`config.mk`:
```
export PLATFORM = sky130hd
export DESIGN_NAME = aib_avmm_arb2
export DESIGN_NICKNAME = d
export VERILOG_FILES = /design/src/rtl/aib_avmm_arb2.sv
export SDC_FILE = /design/constraint.sdc
export NUM_CORES = 1
export LEC_CHECK = 0
export BUFFER_PORTS_ARGS = -buffer_cell sky130_fd_sc_hd__buf_2
export CORE_AREA = 2 2 94 96
export DETAILED_ROUTE_END_ITERATION = 8
export DIE_AREA = 0 0 96 98
export HOLD_SLACK_MARGIN = 0.03
export PLACE_DENSITY = 0.65
export SETUP_SLACK_MARGIN = 0.05
export SYNTH_ARGS = -nofsm -noshare
export SYNTH_HDL_FRONTEND = slang
export SYNTH_SLANG_ARGS = --single-unit
```
`constraint.sdc`:
```
create_clock -name avmm_clk -period 2.1 [get_ports avmm_clk]
set_input_delay 0.105 -clock avmm_clk [delete_from_list [all_inputs] [get_ports avmm_clk]]
set_output_delay 0.105 -clock avmm_clk [all_outputs]
set_load 0.05 [all_outputs]
```
`src/rtl/aib_avmm_arb2.sv`:
```
// Two-master Avalon-MM arbiter sharing one 32-bit slave port.
// Round-robin grant held for a full transaction, with a read-response timeout.
module aib_avmm_arb2 #(
    parameter int ADDR_WIDTH = 8,
    parameter int TMO_WIDTH  = 8
) (
    input  logic                  avmm_clk,
    input  logic                  avmm_rst_n,
    input  logic                  i_m0_write,
    input  logic                  i_m0_read,
    input  logic [ADDR_WIDTH-1:0] i_m0_addr,
    input  logic [31:0]           i_m0_wdata,
    input  logic [3:0]            i_m0_byte_en,
    output logic [31:0]           o_m0_rdata,
    output logic                  o_m0_rdatavalid,
    output logic                  o_m0_waitrequest,
    input  logic                  i_m1_write,
    input  logic                  i_m1_read,
    input  logic [ADDR_WIDTH-1:0] i_m1_addr,
    input  logic [31:0]           i_m1_wdata,
    input  logic [3:0]            i_m1_byte_en,
    output logic [31:0]           o_m1_rdata,
    output logic                  o_m1_rdatavalid,
    output logic                  o_m1_waitrequest,
    output logic                  o_s_write,
    output logic                  o_s_read,
    output logic [ADDR_WIDTH-1:0] o_s_addr,
    output logic [31:0]           o_s_wdata,
    output logic [3:0]            o_s_byte_en,
    input  logic [31:0]           i_s_rdata,
    input  logic                  i_s_rdatavalid,
    input  logic                  i_s_waitrequest,
    output logic                  o_rd_timeout
);

    typedef enum logic [1:0] {
        IDLE   = 2'd0,
        CMD    = 2'd1,
        RDWAIT = 2'd2
    } state_t;

    state_t               state_q, state_d;
    logic                 grant_q, grant_d;
    logic                 last_grant_q, last_grant_d;
    logic [TMO_WIDTH-1:0] tmo_cnt_q, tmo_cnt_d;

    logic req_m0, req_m1;
    logic g_write, g_read;

    always_comb begin
        req_m0  = i_m0_write | i_m0_read;
        req_m1  = i_m1_write | i_m1_read;
        g_write = grant_q ? i_m1_write : i_m0_write;
        g_read  = grant_q ? i_m1_read  : i_m0_read;

        state_d      = state_q;
        grant_d      = grant_q;
        last_grant_d = last_grant_q;
        tmo_cnt_d    = tmo_cnt_q;

        o_s_write        = 1'b0;
        o_s_read         = 1'b0;
        o_s_addr         = '0;
        o_s_wdata        = '0;
        o_s_byte_en      = '0;
        o_m0_waitrequest = 1'b1;
        o_m1_waitrequest = 1'b1;
        o_m0_rdatavalid  = 1'b0;
        o_m1_rdatavalid  = 1'b0;
        o_m0_rdata       = '0;
        o_m1_rdata       = '0;
        o_rd_timeout     = 1'b0;

        case (state_q)
            IDLE: begin
                if (req_m0 || req_m1) begin
                    // On a tie the master that did not complete last wins.
                    grant_d = (req_m0 && req_m1) ? ~last_grant_q : req_m1;
                    state_d = CMD;
                end
            end
            CMD: begin
                o_s_write   = g_write;
                o_s_read    = g_read & ~g_write;
                o_s_addr    = grant_q ? i_m1_addr    : i_m0_addr;
                o_s_wdata   = grant_q ? i_m1_wdata   : i_m0_wdata;
                o_s_byte_en = grant_q ? i_m1_byte_en : i_m0_byte_en;
                if (grant_q) o_m1_waitrequest = i_s_waitrequest;
                else         o_m0_waitrequest = i_s_waitrequest;

                if (!(g_write || g_read)) begin
                    state_d = IDLE;
                end else if (!i_s_waitrequest) begin
                    if (g_write) begin
                        last_grant_d = grant_q;
                        state_d      = IDLE;
                    end else begin
                        tmo_cnt_d = '0;
                        state_d   = RDWAIT;
                    end
                end
            end
            RDWAIT: begin
                if (i_s_rdatavalid) begin
                    if (grant_q) begin
                        o_m1_rdatavalid = 1'b1;
                        o_m1_rdata      = i_s_rdata;
                    end else begin
                        o_m0_rdatavalid = 1'b1;
                        o_m0_rdata      = i_s_rdata;
                    end
                    last_grant_d = grant_q;
                    state_d      = IDLE;
                end else if (tmo_cnt_q == '1) begin
                    if (grant_q) o_m1_rdatavalid = 1'b1;
                    else         o_m0_rdatavalid = 1'b1;
                    o_rd_timeout = 1'b1;
                    last_grant_d = grant_q;
                    state_d      = IDLE;
                end else begin
                    tmo_cnt_d = tmo_cnt_q + 1'b1;
                end
            end
            default: state_d = IDLE;
        endcase
    end

    always_ff @(posedge avmm_clk or negedge avmm_rst_n) begin
        if (!avmm_rst_n) begin
            state_q      <= IDLE;
            grant_q      <= 1'b0;
            last_grant_q <= 1'b1;
            tmo_cnt_q    <= '0;
        end else begin
            state_q      <= state_d;
            grant_q      <= grant_d;
            last_grant_q <= last_grant_d;
            tmo_cnt_q    <= tmo_cnt_d;
        end
    end

endmodule

```
==> impl_results.md <==
* DR vias at 2766
* Psw at approximately 0.0027 W
* Post-DP HPWL at 6.77 mm
* Clock share of power at 0.054
* Worst setup startpoint: state_q[0]
* Sink Count at 12
* Fmax at 516 MHz
* Worst Tran Pin Value at ~440 ps
* GRT overflow at 0
* P per Cell Area at 1230 nW/um^2
* Final wirelength at 8.02 mm
* Vias per inst at approximately 4.5
* Largest net degree at the start of global routing at 49
* Max Cap Viol at 0
* Library cells used by synthesis at 44
* Drt drc at 0
* Finished Layout Cells at 608
* Antenna violations before repair at 0
* Critical path's largest stage delay at 460 ps
* Met2 GRT Util at 0.276
* CP required at 2000 ps
* Placeable Area at approximately 8500 um^2
* Async set-reset flop share out of synthesis at 1.00
* DR WL/cell at ~13 um
* Seq/Total Area, Yosys at 0.160
* Critical path endpoint: o_m1_rdata[4]
* Sequential Power Share at 0.097
* Clock root buffer: clkbuf_8
* Layout cells sized above 1 at 0.536
* Crit path kind: reg -> out
* Clock latency on the worst-skew pair at about 240 ps
* Die X at between 90 and 100 um
* Antenna Cells at 0
* Synth Flop Type: dfrtp_1
* Synthesized area at 1890 um^2
* Router iterations before antenna repair at 4
* Met1 Use GR at 0.194
* Initial core utilization at 0.223
* Crit-path max FO at 28
* Worst endpoint data arrival time at 1830 ps
* Fin nets at between 600 and 700
* Number of post-CTS setup repair buffers at 0
* Vias in the first global route at around 2500
* Placed insts at 603
* Synth Warn # at 0
* Mapped Cells at about 260
* Row cnt at 34
* Hold Startpoint: i_m0_read
* Reg2reg start: tmo_cnt_q[0]
* Port bufs at between 200 and 250
* Syn Nets at 390
* Die height at 98 um
* CTS Buffer Depth at 2
* Outcome: finished, final reports clean
* Post-synth EDFFs at 0
* CTS tree: built
* Internal power at around 0.0014 W
* Unrepaired setup endpoints after global routing: true
* Slowest-stage cell, CP: dfrtp_1
* Met3 Resource Use GR at 0.0154
* Seq cells post-synth at 12
* Final setup violation count at 0
* CTS H-tree lvls at 1
* Total Routing Usage GR at 0.153
* Final Hold Fails at 0
* CP endpoint kind: primary output
* Global placer's final weighted congestion at 0.782
* Worst-path clk slew at 50 ps
* Setup TNS Final at 0 ps
* R2R Setup Slk at 340 ps
* Top Usage Layer GRT: met2
* Pins Over Slew Limit at 0
* Total clock buffers created by CTS at 3
* Slew HR at 0.705
* RR Endpoint: last_grant_q
* Peak supply drop at 1030 uV
* Die area at 9410 um^2
* Tcrit/Tclk final at 0.924
* P_leak at 2.04 nW
* Synth-to-layout area growth at 76.7%
* Post-DRT Antenna Nets at 0
* DR iter-0 viols at 112
* Boundary pin count at around 240
* Worst hold slack at 252 ps
* Mapped Avg Cell Area at around 7.2 um^2
* Worst setup SP type: flop
* Layout Skew at 3.97 ps
* Logic pwr share at 0.849
* Worst Hold Class: in -> reg
* Cells on worst reg2reg path at 6
* First-pass GRT wire length at 11.8 mm
* Sw frac at 0.665
* Tmin final at 1940 ps
* Crit-path cells: and2b_1 -> nand2_1 -> nor2_2 -> buf_4 -> and2_1 -> buf_2
==> final cells by class <==
type	instances	area (um^2)
Fill cell	880	5130
Clock buffer	4	45.0
Inverter	6	22.5
Timing Repair Buffer	251	1340
Sequential cell	12	303
Tap cell	108	135
Multi-Input combinational cell	227	1490
==> what timing repair did <==
| item | in CTS | in global routing |
|---|---|---|
| hold endpoints to repair | 12 | 0 |
| hold buffers | 1 | 0 |
| setup endpoints to repair | 0 | 7 |
| gates resized for setup | 0 | 7 |
==> logic make-up after synthesis <==
| group | Yosys count | synth area share |
|---|---|---|
| multiplexers | 49 | 0.262 |
| AO/OA/AOI/OAI | 24 | 0.103 |
| flip-flops | 12 | 0.160 |
| adder cells (fa/ha/maj) | 1 | 0.00663 |
| buffers and inverters | 22 | 0.0517 |
| AND/OR/NAND/NOR | 153 | 0.416 |
==> stage by stage <==
stage	worst slack (ps)	utilization	total power, W	instance area, um^2
floorplan	203	-	0.00312	1890
global placement	416	0.385	0.00386	3260
detailed placement	345	0.385	0.00390	3260
CTS	116	0.392	0.00413	3320
global route	43.7	0.394	0.00434	3340
finish	160	0.394	0.00411	3340
==> how the worst min path moves through the flow <==
stage / endpoint / slack [ps] / cells past startpoint
global placement: tmo_cnt_q[2] / 4 / 1
CTS: state_q[0] / 250 / 3
detailed placement: tmo_cnt_q[2] / 5 / 1
finish: state_q[0] / 250 / 3
floorplan: grant_q / -190 / 0
global route: grant_q / 280 / 3
==> flip-flops by register name, indices dropped and copies added (netlist names) <==
signal        cells
tmo_cnt_q         8
state_q           2
last_grant_q      1
grant_q           1
==> metal layers <==
metal,share of wire,up-vias,routed length [um]
met4,0.012,0,100
met2,0.50,170,3980
met5,0,-,0
met3,0.088,8,702
li1,-,1355,-
met1,0.40,1233,3240
==> Yosys cell counts (2+ instances only) <==
library cell  number  area share
nor2_1            61        0.12
and2_1            56        0.19
mux2i_1           47        0.25
nand2_1           12       0.024
dfrtp_1           11        0.15
buf_2              5       0.013
clkbuf_1           5      0.0099
inv_1              5      0.0099
o21ai_0            5       0.013
clkbuf_2           4       0.011
nand3_1            4       0.011
nor2_2             4       0.013
a21oi_1            3      0.0079
nand2b_1           3      0.0099
o211ai_1           3       0.012
nor3_1             2      0.0053
nor3b_2            2       0.013
o22ai_1            2      0.0066
or3_1              2      0.0066
==> layout by cell type, fill, tap and decap left out, types with 2 or more instances in the layout <==
cell type,n
buf_2,233
nor2_1,61
and2_1,56
mux2i_1,47
nand2_1,12
dfrtp_1,10
clkbuf_4,7
buf_4,7
inv_1,5
o21ai_0,5
nor2_2,4
nand3_1,4
nand2b_1,3
o211ai_1,3
a21oi_1,3
clkbuf_8,3
buf_12,3
nor3b_2,2
or3_1,2
nor3_1,2
o22ai_1,2
==> critical path, delay by kind of cell (launching register included) <==
family	cells	cell delay, ps
buffers and inverters	2	500
DFF	1	460
and+or+nand+nor	4	640
==> power by group through the flow <==
stage,sequential [W],combinational (W),clock (W)
floorplan,0.000356,0.00277,0
global placement,0.000398,0.00346,0
global route,0.000415,0.00369,0.000233
detailed placement,0.000403,0.00349,0
finish,0.000400,0.00349,0.000221
CTS,0.000401,0.00351,0.000227
Power figures use the tool's default switching activity.
